`config.mk`:
```
export PLATFORM = sky130hd
export DESIGN_NAME = reaper_io_unit_flat
export DESIGN_NICKNAME = d
export VERILOG_FILES = /design/src/rtl/reaper_io_pkg.sv /design/src/rtl/reaper_io_if.sv /design/src/rtl/reaper_io_unit_seg7_hex_decoder.sv /design/src/rtl/reaper_io_unit.sv /design/src/flat_wrapper.sv
export SDC_FILE = /design/constraint.sdc
export NUM_CORES = 1
export LEC_CHECK = 0
export ABC_AREA = 1
export BUFFER_PORTS_ARGS = -buffer_cell sky130_fd_sc_hd__buf_2
export CAP_MARGIN = 15
export CORE_UTILIZATION = 45
export DETAILED_ROUTE_END_ITERATION = 8
export HOLD_SLACK_MARGIN = 0.1
export PLACE_DENSITY_LB_ADDON = 0.15
export SLEW_MARGIN = 25
export SYNTH_ARGS = -nofsm -noshare
export SYNTH_HDL_FRONTEND = slang
export SYNTH_HIERARCHICAL = 1
export SYNTH_SLANG_ARGS = --single-unit
```
`constraint.sdc`:
```
create_clock -name Sys_Clock -period 2.5 [get_ports Sys_Clock]
set_clock_uncertainty 0.15 [all_clocks]
set_input_delay 0 -clock Sys_Clock [delete_from_list [all_inputs] [get_ports Sys_Clock]]
set_output_delay 0 -clock Sys_Clock [all_outputs]
set_load 0.03 [all_outputs]
```
`src/rtl/reaper_io_pkg.sv`:
```
// ============================================================================
// Module   : reaper_io_pkg
// Brief    : Shared types and constants for the reaper I/O responder.
// Revision : 1.0 - initial release
// ============================================================================
`default_nettype none

package reaper_io_pkg;

  typedef enum logic [1:0] {
    ST_IDLE         = 2'd0,
    ST_WAIT_PRESS   = 2'd1,
    ST_WAIT_RELEASE = 2'd2,
    ST_DONE         = 2'd3
  } io_state_e;

  localparam logic IO_SEL_IN  = 1'b0;
  localparam logic IO_SEL_OUT = 1'b1;

  // Active-low {g,f,e,d,c,b,a}; element 0 is the pattern for hex digit 0.
  localparam logic [15:0][6:0] SEG7_PATTERNS = {
    7'b0001110, 7'b0000110, 7'b0100001, 7'b1000110,
    7'b0000011, 7'b0001000, 7'b0010000, 7'b0000000,
    7'b1111000, 7'b0000010, 7'b0010010, 7'b0011001,
    7'b0110000, 7'b0100100, 7'b1111001, 7'b1000000
  };

  function automatic logic [6:0] seg7_encode(input logic [3:0] nibble);
    return SEG7_PATTERNS[nibble];
  endfunction

endpackage

`default_nettype wire

```
`src/rtl/reaper_io_if.sv`:
```
// ============================================================================
// Module   : reaper_io_if
// Brief    : Processor-side I/O request/response bundle.
// Revision : 1.0 - initial release
// ============================================================================
`default_nettype none

interface reaper_io_if;
  logic        IO_Enable;
  logic        IO_Selection;
  logic [31:0] Out_Data;
  logic [31:0] In_Data;
  logic        Halt;
  logic        IO_Ready;

  modport master (
    output IO_Enable, IO_Selection, Out_Data,
    input  In_Data, Halt, IO_Ready
  );

  modport slave (
    input  IO_Enable, IO_Selection, Out_Data,
    output In_Data, Halt, IO_Ready
  );
endinterface

`default_nettype wire

```
`src/rtl/reaper_io_unit_seg7_hex_decoder.sv`:
```
// ============================================================================
// Module   : seg7_hex_decoder
// Brief    : One hex nibble to active-low seven-segment pattern.
// Revision : 1.0 - initial release
// ============================================================================
`default_nettype none

module seg7_hex_decoder
  import reaper_io_pkg::*;
(
  input  logic [3:0] nibble,
  output logic [6:0] segments
);

  assign segments = seg7_encode(nibble);

endmodule

`default_nettype wire

```
`src/rtl/reaper_io_unit.sv`:
```
// ============================================================================
// Module   : reaper_io_unit
// Brief    : I/O responder: debounced-button IN, seven-segment OUT.
//            Optional feature macro REAPER_IO_ECHO_EN echoes IN data to display.
// Revision : 1.0 - initial release
// ============================================================================
`default_nettype none

module reaper_io_unit
  import reaper_io_pkg::*;
#(
  parameter int DB_CYCLES = 500000,
  parameter int SW_WIDTH  = 18
) (
  input  logic                Sys_Clock,
  input  logic                Reset_Raw,
  reaper_io_if.slave          io,
  input  logic                Button,
  input  logic [SW_WIDTH-1:0] Raw_Input,
  output logic [6:0]          Display0,
  output logic [6:0]          Display1,
  output logic [6:0]          Display2,
  output logic [6:0]          Display3,
  output logic [6:0]          Display4,
  output logic [6:0]          Display5,
  output logic [6:0]          Display6,
  output logic [6:0]          Display7
);

  localparam int               c_CNT_W  = $clog2(DB_CYCLES + 1);
  localparam logic [c_CNT_W-1:0] c_DB_MAX = c_CNT_W'(DB_CYCLES);

  logic               r_sync1;
  logic               r_sync2;
  logic               r_btn_level;
  logic [c_CNT_W-1:0] r_db_cnt;
  logic [c_CNT_W-1:0] w_cnt_next;
  logic               w_db_flip;
  logic               w_press;
  logic               w_release;

  io_state_e   r_state;
  logic [31:0] r_in_data;
  logic [31:0] r_disp;
  logic        r_io_ready;
  logic [31:0] w_capture;
  logic [6:0]  w_segs [8];

  assign w_cnt_next = r_db_cnt + c_CNT_W'(1);
  // The accepted level flips on the edge that would bring the run length to DB_CYCLES.
  assign w_db_flip  = (r_sync2 != r_btn_level) && (w_cnt_next == c_DB_MAX);
  assign w_press    = w_db_flip && r_btn_level;
  assign w_release  = w_db_flip && !r_btn_level;
  assign w_capture  = 32'(Raw_Input);

  always_ff @(posedge Sys_Clock or negedge Reset_Raw) begin
    if (!Reset_Raw) begin
      r_sync1     <= 1'b1;
      r_sync2     <= 1'b1;
      r_btn_level <= 1'b1;
      r_db_cnt    <= '0;
    end else begin
      r_sync1 <= Button;
      r_sync2 <= r_sync1;
      if (r_sync2 == r_btn_level) begin
        r_db_cnt <= '0;
      end else if (w_db_flip) begin
        r_btn_level <= ~r_btn_level;
        r_db_cnt    <= '0;
      end else begin
        r_db_cnt <= w_cnt_next;
      end
    end
  end

  always_ff @(posedge Sys_Clock or negedge Reset_Raw) begin
    if (!Reset_Raw) begin
      r_state    <= ST_IDLE;
      r_in_data  <= '0;
      r_disp     <= '0;
      r_io_ready <= 1'b0;
    end else begin
      r_io_ready <= 1'b0;
      case (r_state)
        ST_IDLE: begin
          if (io.IO_Enable) begin
            case (io.IO_Selection)
              IO_SEL_OUT: begin
                r_disp     <= io.Out_Data;
                r_state    <= ST_DONE;
                r_io_ready <= 1'b1;
              end
              IO_SEL_IN: r_state <= ST_WAIT_PRESS;
            endcase
          end
        end
        ST_WAIT_PRESS: begin
          if (!io.IO_Enable) begin
            r_state <= ST_IDLE;
          end else if (w_press) begin
            r_in_data <= w_capture;
`ifdef REAPER_IO_ECHO_EN
            r_disp    <= w_capture;
`endif
            r_state   <= ST_WAIT_RELEASE;
          end
        end
        ST_WAIT_RELEASE: begin
          if (!io.IO_Enable) begin
            r_state <= ST_IDLE;
          end else if (w_release) begin
            r_state    <= ST_DONE;
            r_io_ready <= 1'b1;
          end
        end
        ST_DONE: r_state <= ST_IDLE;
        default: r_state <= ST_IDLE;
      endcase
    end
  end

  assign io.Halt     = io.IO_Enable && (r_state != ST_DONE);
  assign io.IO_Ready = r_io_ready;
  assign io.In_Data  = r_in_data;

  generate
    for (genvar g = 0; g < 8; g++) begin : g_digit
      seg7_hex_decoder u_dec (
        .nibble   (r_disp[4*g +: 4]),
        .segments (w_segs[g])
      );
    end
  endgenerate

  assign Display0 = w_segs[0];
  assign Display1 = w_segs[1];
  assign Display2 = w_segs[2];
  assign Display3 = w_segs[3];
  assign Display4 = w_segs[4];
  assign Display5 = w_segs[5];
  assign Display6 = w_segs[6];
  assign Display7 = w_segs[7];

endmodule

`default_nettype wire

```
`src/flat_wrapper.sv`:
```
// flat-port wrapper written by rule: the top's interface ports become plain ports
module reaper_io_unit_flat import reaper_io_pkg::*;
#(
  parameter int DB_CYCLES = 500000,
  parameter int SW_WIDTH  = 18
)
  (Sys_Clock, Reset_Raw, Button, Raw_Input, Display0, Display1, Display2, Display3, Display4, Display5, Display6, Display7, io_IO_Enable, io_IO_Selection, io_Out_Data, io_In_Data, io_Halt, io_IO_Ready);
  reaper_io_if io_i ();
  input  logic Sys_Clock;
  input  logic Reset_Raw;
  input  logic Button;
  input  logic [SW_WIDTH-1:0] Raw_Input;
  output logic [6:0] Display0;
  output logic [6:0] Display1;
  output logic [6:0] Display2;
  output logic [6:0] Display3;
  output logic [6:0] Display4;
  output logic [6:0] Display5;
  output logic [6:0] Display6;
  output logic [6:0] Display7;
  input wire logic [$bits(io_i.IO_Enable)-1:0] io_IO_Enable;
  input wire logic [$bits(io_i.IO_Selection)-1:0] io_IO_Selection;
  input wire logic [$bits(io_i.Out_Data)-1:0] io_Out_Data;
  output wire logic [$bits(io_i.In_Data)-1:0] io_In_Data;
  output wire logic [$bits(io_i.Halt)-1:0] io_Halt;
  output wire logic [$bits(io_i.IO_Ready)-1:0] io_IO_Ready;
  assign io_i.IO_Enable = io_IO_Enable;
  assign io_i.IO_Selection = io_IO_Selection;
  assign io_i.Out_Data = io_Out_Data;
  assign io_In_Data = io_i.In_Data;
  assign io_Halt = io_i.Halt;
  assign io_IO_Ready = io_i.IO_Ready;
  reaper_io_unit #(.DB_CYCLES(DB_CYCLES), .SW_WIDTH(SW_WIDTH)) u_core (.Sys_Clock(Sys_Clock), .Reset_Raw(Reset_Raw), .io(io_i), .Button(Button), .Raw_Input(Raw_Input), .Display0(Display0), .Display1(Display1), .Display2(Display2), .Display3(Display3), .Display4(Display4), .Display5(Display5), .Display6(Display6), .Display7(Display7));
endmodule
```
==> results.yml, run 1 <==
worst_setup_path:
  criticalPathCategory: "register to register"
  ff2ff_path_depth: 12
  cpPeakStageDelay_ns: 0.41
  cp.required_ns: 2.56
  cpMostUsedCell: "nor2_4"
  arrival_ns: 2.36
  rr_startpoint: "u_core/r_db_cnt[0]"
  path_cells: "ha_2 > nand3_2 > inv_4 > nand2_4 > nor2_4 > xor2_2 > nand2_1 > nor2_4 > nand4_4 > buf_12 > nor2_1 > a21oi_2"
  rrSetupSlack_ns: 0.20
  crit_fanout: 36
  regToRegEndpoint: "u_core/io.In_Data[17]"
  worst_setup_path_start_kind: "register"
  crit_path_end_kind: "register"
  crit_slowest_cell: "dfrtp_1"
status:
  outcome: "completed"
timing:
  max_slew_margin_pct: 53.7
  clock.fmax_ghz: 0.435
  setup_viol: 0
  worst_slew_pin_slew_ns: 0.694
  fin_crit_ns: 2.30
  slew_viol_final: 0
  period_share_pct: 92.0
  hold_viol: 0
clocking:
  htreeDepth: 3
  ctsLongestPathBuffers: 2
  clk-insertion-delay-late_ns: 0.33
  cts_made_buffers: 9
  cts_tree: "built"
  cts_sinks: 75
  cts_root_buffer: "clkbuf_16"
  cts.reportedPaths.clkPinSlew_ns: 0.06
floorplanning:
  ioPinCount: 145
  die_h_microns: 116
  rows: 41
  die-area_sq_um: 13400
  die_w_microns: 116
  start_util_pct: 46.0
  core_sq_um: 12600
global_routing:
  grt_pass1_vias: 5030
  grt_max_degree: 76
  grt_util_all_layers_pct: 20.8
  antenna_found_initial: 0
  grt_overflow: 0
  grt_pass1_wl_microns: 22400
yosys:
  ys_top_cells_by_area: "dfrtp_1 (31%), nand2_1 (14%), ha_1 (13%)"
  synth_edf_count: 0
  yosys.area.top_type: "dfrtp_1"
  ys.flop_type: "dfrtp_1"
  netlist_instances: 758
  ys_types: 34
  syn-cell-area_sq_um: 5810
  synth_seq_cells: 75
  yosysWarnings: 6
  syn_area_per_cell_sq_um: 7.66
  synth-async-reset-ratio_pct: 100
  yosysSeqAreaShare_pct: 32.4
  synth_top_cell_area_share_pct: 31.0
finish:
  fin_area_sq_um: 7320
  area_delta_synth_final_pct: 26.1
  insertedDiodeCount: 0
  drive_gt1_share_pct: 26.2
  finish.net_count: 1046
route:
  ant_nets: 0
  routed_wl_microns: 13300
  drcViolationCount: 0
  routed_via_density: 4.79
  drt-pass1-iter-count: 4
  vias: 5312
  drtIter0Drc: 265
  wl_per_cell_microns: 12.0
power_and_ir_drop:
  max-vdd-ir-drop_mv: 0.444
  p_leak_nw: 3.99
  power_per_cell_area_nw_per_um2: 1200
  power_mw: 8.78
placed_design:
  place.gp.congestion: 0.858
  hpwlAfterDp_microns: 9470
  port_buffers: 130
  placedInstanceArea_sq_um: 6470
min_path:
  hp-class: "input pin to asynchronous set/reset pin"
flow_run:
  cap_violations: 0
-- layout make-up --
class	instances	area (sq um)
inverter	102	385
fill	1182	5300
tap	172	215
clock inverter	2	35.0
multi-input combinational	558	3320
timing repair buffer	187	1230
clock buffer	14	254
sequential	75	1880
-- how the worst max path moves through the flow --
| stage | start | to | slack (ns) |
|---|---|---|---|
| final | u_core/r_db_cnt[0] | u_core/io.In_Data[17] | 0.20 |
| after global routing | u_core/r_db_cnt[0] | u_core/io.In_Data[17] | -0.003 |
| after CTS | u_core/r_db_cnt[0] | u_core/io.In_Data[1] | 0.15 |
| after detailed placement | u_core/r_db_cnt[0] | u_core/io.In_Data[1] | 0.16 |
| after global placement | u_core/r_db_cnt[0] | u_core/io.In_Data[3] | 0.28 |
| after floorplan | u_core/r_db_cnt[0] | u_core/io.In_Data[15] | 0.38 |
-- registers in the layout (all words and copies together) (netlist names) --
signal and flops:
u_core/io.IO_Ready 1, u_core/io.In_Data 18, u_core/r_btn_level 1, u_core/r_db_cnt 19, u_core/r_state 2, u_core/r_disp 32, u_core/r_sync1 1, u_core/r_sync2 1
-- layer usage --
layer  global-route usage, %  wire length [microns]  vias up
li1                        -                      -     2709
met2                    35.5                   6390      154
met5                       0                      0        -
met3                    4.08                    643       16
met4                    5.97                    163        0
met1                    26.6                   6090     2433
-- cells in the mapped netlist, drive strengths merged, types with 2 or more instances --
cell type,instances
inv,101
dfstp,3
xor2,4
o21ai,28
and2,2
ha,58
nand4,7
a21oi,28
mux2,32
nand2,226
buf,35
dfrtp,72
nand3b,2
nand3,99
nor2,56
-- where the power goes --
part	leakage, nW	internal [mW]	total (mW)	switching [mW]
Clock	0.141	0.800	1.28	0.484
Combinational	2.98	1.76	5.32	3.56
Sequential	0.870	1.50	2.17	0.671
-- cells by family (layout without fill, tap and decap cells) --
kind of cell / Yosys count / in the layout / synth area share, %
and+or+nand+nor: 393 / 393 / 30.0
buffers and inverters: 138 / 305 / 11.4
DFF: 75 / 75 / 32.4
adders and majority gates: 58 / 58 / 12.5
AOI/OAI and AO/OA: 57 / 57 / 6.64
muxes: 32 / 32 / 6.21
xor gates and xnor gates: 4 / 4 / 0.733
other: 1 / 14 / 0.0646
-- cells in the final DEF, fill, tap and decap left out, drive strengths merged, types with 4 or more instances in the layout --
cell	count
clkbuf	14
buf	133
nor2	56
dfrtp	72
nand2	226
xor2	4
conb	14
ha	58
inv	101
nand4	7
mux2	32
nand3	99
dlygate4sd3	54
o21ai	28
a21oi	28
-- metrics by stage --
stage | hold slack (ns) | setup WS [ns] | util, % | std cells | TNS, ns
floorplan | -0.446 | 0.380 | - | 771 | 0
global placement | -0.0423 | 0.276 | 51.3 | 1039 | 0
detailed placement | -0.0431 | 0.160 | 51.3 | 1039 | 0
CTS | 0.155 | 0.153 | 57.9 | 1109 | 0
global route | 0.165 | -0.00261 | 58.0 | 1110 | -0.00261
finish | 0.114 | 0.200 | 58.0 | 1110 | 0
-- critical path: cells and delay by family (launching register included) --
| family | cells | cell delay [ns] |
|---|---|---|
| AND/OR/NAND/NOR | 7 | 0.85 |
| flip-flops | 1 | 0.41 |
| buffers and inverters | 2 | 0.33 |
| adder cells (fa/ha/maj) | 1 | 0.22 |
| XOR/XNOR | 1 | 0.15 |
| AO/OA/AOI/OAI | 1 | 0.04 |
-- repair_timing --
action | 4_1_cts | 5_1_grt
setup endpoints to repair | 0 | 19
buffers inserted | 0 | 1
endpoints found under the hold margin | 126 | 0
gates resized for setup | 0 | 3
hold buffers | 54 | 0
No activity file was read; power rests on OpenSTA's default activity.
==> run 2: changes to the inputs <==
- BUFFER_PORTS_ARGS: -buffer_cell sky130_fd_sc_hd__buf_2 -> -buffer_cell sky130_fd_sc_hd__clkbuf_2
==> run 2 against run 1 <==
- worst setup slack worse by 0.045 ns
- critical path type unchanged
- critical endpoint is now u_core/io.In_Data[4]
- wire length decreased by 1.7%
- count of clock-buffer cells in the layout fell by 5
- critical path depth stayed put
- global-route usage shrank 0.61 points
==> results.yml, run 2 (synthesized netlist as in run 1, its figures left out) <==
floorplanning:
  die-area_sq_um: 13400
  core_sq_um: 12600
  ioPinCount: 145
  start_util_pct: 46.0
  rows: 41
  die_w_microns: 116
  die_h_microns: 116
worst_setup_path:
  arrival_ns: 2.42
  criticalPathCategory: "register to register"
  path_cells: "ha_2 > nand3_2 > inv_2 > nand2_4 > nor2_4 > xor2_2 > nand2_1 > nor2_4 > nand4_4 > buf_12 > nor2_1 > a21oi_2"
  worst_setup_path_start_kind: "register"
  crit_fanout: 36
  cpMostUsedCell: "nor2_4"
  crit_path_end_kind: "register"
  crit_family: "simple AND/OR/NAND/NOR gates"
  cp.required_ns: 2.57
  cpPeakStageDelay_ns: 0.41
  crit_slowest_cell: "dfrtp_1"
  critPathBufInv: 2
flow_run:
  cap_violations: 0
timing:
  max_slew_margin_pct: 54.0
  period_share_pct: 93.8
  rsz0062_at_grt: "no"
  slew_viol_final: 0
  hold_viol: 0
  fin_crit_ns: 2.35
  setup_viol: 0
  worst_slew_pin_slew_ns: 0.690
  clock.fmax_ghz: 0.426
  finalSetupTns_ns: 0
clocking:
  cts.reportedPaths.clkPinSlew_ns: 0.06
  cts_made_buffers: 9
  cts_sinks: 75
  cts_tree: "built"
  ctsLongestPathBuffers: 2
  cts_root_buffer: "clkbuf_16"
  clk-insertion-delay-late_ns: 0.34
  htreeDepth: 3
route:
  drtIter0Drc: 271
  vias: 5275
  routed_wl_microns: 13100
  drt-pass1-iter-count: 5
  ant_nets: 0
  drcViolationCount: 0
  routed_via_density: 4.75
  wl_per_cell_microns: 11.8
finish:
  seqCellArea_sq_um: 1880
  nFillCells: 1165
  multiInputGateArea_sq_um: 3320
  insertedDiodeCount: 0
  area_delta_synth_final_pct: 26.4
  finish.net_count: 1047
  final_common_cell: "nand2_1"
  regMostFlops: "u_core/r_disp"
  largest_reg_flops: 32
  drive_gt1_share_pct: 26.6
  final_cell_mix: "nand2_1 (223), clkbuf_2 (129), nand3_1 (96)"
power_and_ir_drop:
  power_per_cell_area_nw_per_um2: 1200
  power_mw: 8.77
  max-vdd-ir-drop_mv: 0.443
  p_leak_nw: 4.02
global_routing:
  grt_overflow: 0
  grt_pass1_vias: 4829
  grt_max_degree: 76
  grt_util_all_layers_pct: 20.2
  grt_pass1_wl_microns: 21500
  antenna_found_initial: 0
placed_design:
  place.gp.congestion: 0.846
  port_buffers: 130
  hpwlAfterDp_microns: 9330
min_path:
  hp-class: "input pin to asynchronous set/reset pin"
status:
  outcome: "completed"
run 2: worst paths after layout:
check	depth (start not counted)	endpoint	start	slack (ns)
min in group Sys_Clock	2	u_core/r_sync1	Button	0.16
worst max-delay path	12	u_core/io.In_Data[4]	u_core/r_db_cnt[0]	0.15
worst min-delay path	2	u_core/r_db_cnt[14]	Reset_Raw	0.1
worst max register to register	12	u_core/io.In_Data[4]	u_core/r_db_cnt[0]	0.15
worst min register to register	0	u_core/r_sync2	u_core/r_sync1	0.21
max in group asynchronous	2	u_core/r_disp[15]	Reset_Raw	1.61
run 2: power breakdown:
group	switching [mW]	internal [mW]
sequential	0.670	1.50
clock	0.515	0.779
combinational	3.57	1.74
run 2: worst register-to-register path, cell delays in order, from the launching register on:
cell,delay (ns)
dfrtp_1,0.41
ha_2,0.23
nand3_2,0.13
inv_2,0.16
nand2_4,0.07
nor2_4,0.12
xor2_2,0.16
nand2_1,0.11
nor2_4,0.16
nand4_4,0.10
buf_12,0.21
nor2_1,0.18
a21oi_2,0.05
run 2: layout make-up:
class,count,share of cell area [%]
inverter,102,5.22
clock inverter,7,1.06
sequential,75,25.6
timing repair buffer,188,16.9
tap,172,2.93
multi-input combinational,558,45.2
clock buffer,9,3.07
run 2: stage by stage:
stage	std cells	hold slack [ns]	utilization, %	instance area, sq um	worst slack [ns]
2_1_floorplan	771	-0.446	-	5850	0.380
3_3_place_gp	1039	-0.0606	51.3	6470	0.276
4_1_cts	1109	0.148	58.0	7320	0.112
6_report	1111	0.0982	58.2	7340	0.155
5_1_grt	1111	0.155	58.2	7340	0.00204
3_5_place_dp	1039	-0.0555	51.3	6470	0.190
run 2: metal layers:
metal | vias up | global-route usage (%) | routed length (microns)
met3 | 17 | 3.24 | 631
li1 | 2725 | - | -
met5 | - | 0 | 0
met2 | 165 | 35.5 | 6370
met4 | 0 | 6.67 | 178
met1 | 2368 | 25.1 | 5890
run 2: repair_timing:
| action | in CTS | in global routing |
|---|---|---|
| endpoints found under the setup margin | 0 | 2 |
| hold buffers | 54 | 0 |
| setup buffers | 0 | 2 |
| endpoints found under the hold margin | 126 | 0 |
| resized for setup | 0 | 1 |
==> run 3: changes to the inputs <==
- BUFFER_PORTS_ARGS: -buffer_cell sky130_fd_sc_hd__clkbuf_2 -> not set
- DONT_BUFFER_PORTS: not set -> 1
- clock period: 2.5 -> 2.85 ns (I/O delays scaled with it)
==> run 3 against run 2 <==
- worst setup slack improved by 0.068 ns
- largest power group unchanged
- clock power is 13% lower
- sequential share of layout area rose by 1.9 points
- highest routed layer unchanged
==> results.yml, run 3 (synthesized netlist as in run 1, its figures left out) <==
flow_run:
  cap_violations: 0
route:
  routed_via_density: 4.95
  ant_nets: 0
  drt-pass1-iter-count: 5
  drtIter0Drc: 189
  drcViolationCount: 0
  routed_wl_microns: 12500
  vias: 4921
  wl_per_cell_microns: 12.6
timing:
  max_slew_margin_pct: 39.5
  finalSetupTns_ns: 0
  clock.fmax_ghz: 0.381
  period_share_pct: 92.2
  rsz0062_at_grt: "no"
  worst_slew_pin_slew_ns: 0.908
  worst_slack_ns: 0.222
  slew_viol_final: 0
  fin_crit_ns: 2.63
  setup_viol: 0
  hold_viol: 0
global_routing:
  grt_util_all_layers_pct: 18.7
  grt_overflow: 0
  antenna_found_initial: 0
  grt_pass1_wl_microns: 19900
  grt_max_degree: 76
  grt_pass1_vias: 4346
worst_setup_path:
  arrival_ns: 2.75
  crit_path_end_kind: "register"
  critPathBufInv: 2
  crit_family: "simple AND/OR/NAND/NOR gates"
  cpMostUsedCell: "nand2_1"
  crit_fanout: 6
  criticalPathCategory: "register to register"
  crit_slowest_cell: "dlygate4sd3_1"
  cpPeakStageDelay_ns: 0.55
  cp.required_ns: 2.97
  worst_setup_path_start_kind: "register"
  path_cells: "ha_4 > nand3_4 > inv_4 > nand3_2 > nand2_1 > nand2_1 > nor2_1 > nand2_1 > nor2_4 > nand3_1 > nand2_1 > nand3_1 > nor2_1 > dlygate4sd3_1"
placed_design:
  placedInstanceArea_sq_um: 5860
  place.gp.congestion: 0.823
  port_buffers: 0
  dp_slack_ns: 0.389
  hpwlAfterDp_microns: 8990
floorplanning:
  ioPinCount: 145
  start_util_pct: 46.0
  die-area_sq_um: 13400
  die_h_microns: 116
  die_w_microns: 116
  core_sq_um: 12600
  rows: 41
clocking:
  htreeDepth: 3
  cts_root_buffer: "clkbuf_16"
  clk-insertion-delay-late_ns: 0.34
  cts_sinks: 75
  ctsLongestPathBuffers: 2
  cts.reportedPaths.clkPinSlew_ns: 0.06
  cts_made_buffers: 9
  cts_tree: "built"
finish:
  final_common_cell: "nand2_1"
  finish.net_count: 930
  final_cell_mix: "nand2_1 (222), nand3_1 (96), inv_1 (91)"
  area_delta_synth_final_pct: 17.9
  insertedDiodeCount: 0
  largest_reg_flops: 32
  final_util_pct: 54.2
  drive_gt1_share_pct: 16.1
  regMostFlops: "u_core/r_disp"
  fin_area_sq_um: 6850
  nFillCells: 1160
power_and_ir_drop:
  p_leak_nw: 3.56
  power_per_cell_area_nw_per_um2: 1050
  max-vdd-ir-drop_mv: 0.384
status:
  outcome: "completed"
min_path:
  hp-class: "input pin to register"
[run 3: power breakdown]
group	total (mW)	switching [mW]	internal, mW	leakage [nW]
logic	4.18	3.00	1.17	2.55
registers	1.92	0.600	1.32	0.868
clock network	1.12	0.441	0.683	0.136
[run 3: cell type report]
cell class                      count  area (sq um)  share of cell area (%)
Clock buffer                       11           233                    3.40
Multi-Input combinational cell    558          3360                    49.1
Sequential cell                    75          1880                    27.5
Tap cell                          172           215                    3.14
Inverter                          102           385                    5.63
Timing Repair Buffer               71           708                    10.3
Clock inverter                      5          62.6                   0.914
[run 3: metal layers]
metal	vias to the layer above	GRT usage, %	routed length [microns]	part of all wire, %
met3	16	4.50	796	6.4
li1	2490	-	-	-
met5	-	0	0	0
met4	0	5.63	180	1.4
met1	2264	23.2	5460	44
met2	151	32.0	6050	48
[run 3: per-stage QoR]
step / hold slack, ns / instances / total power, mW
global route: 0.206 / 994 / 7.81
floorplan: -0.446 / 771 / 5.47
CTS: 0.110 / 989 / 7.22
global placement: -0.440 / 916 / 5.89
finish: 0.194 / 994 / 7.22
detailed placement: -0.440 / 916 / 5.97
[run 3: worst reg2reg max path, delay by kind of cell (launching register included)]
family	cells	cell delay (ns)
adders and majority gates	1	0.18
buffers and inverters	2	0.68
and+or+nand+nor	11	1.14
DFF	1	0.42
[run 3: path summary, 6_finish.rpt]
| kind | depth (start not counted) | endpoint | slack [ns] | start |
|---|---|---|---|---|
| min in group asynchronous | 3 | u_core/io.In_Data[10] | 0.61 | Reset_Raw |
| worst min-delay path | 2 | u_core/r_disp[29] | 0.19 | io_Out_Data[29] |
| worst max-delay path | 14 | u_core/io.IO_Ready | 0.22 | u_core/r_db_cnt[1] |
| worst max register to register | 14 | u_core/io.IO_Ready | 0.22 | u_core/r_db_cnt[1] |
| max in group asynchronous | 3 | u_core/r_btn_level | 1.62 | Reset_Raw |
| worst min register to register | 0 | u_core/r_sync2 | 0.21 | u_core/r_sync1 |
[run 3: timing repair]
action / CTS / global route
endpoints found under the hold margin: 130 / 5
buffers inserted: 0 / 4
resized for setup: 0 / 11
endpoints found under the setup margin: 0 / 1
hold buffers: 57 / 1
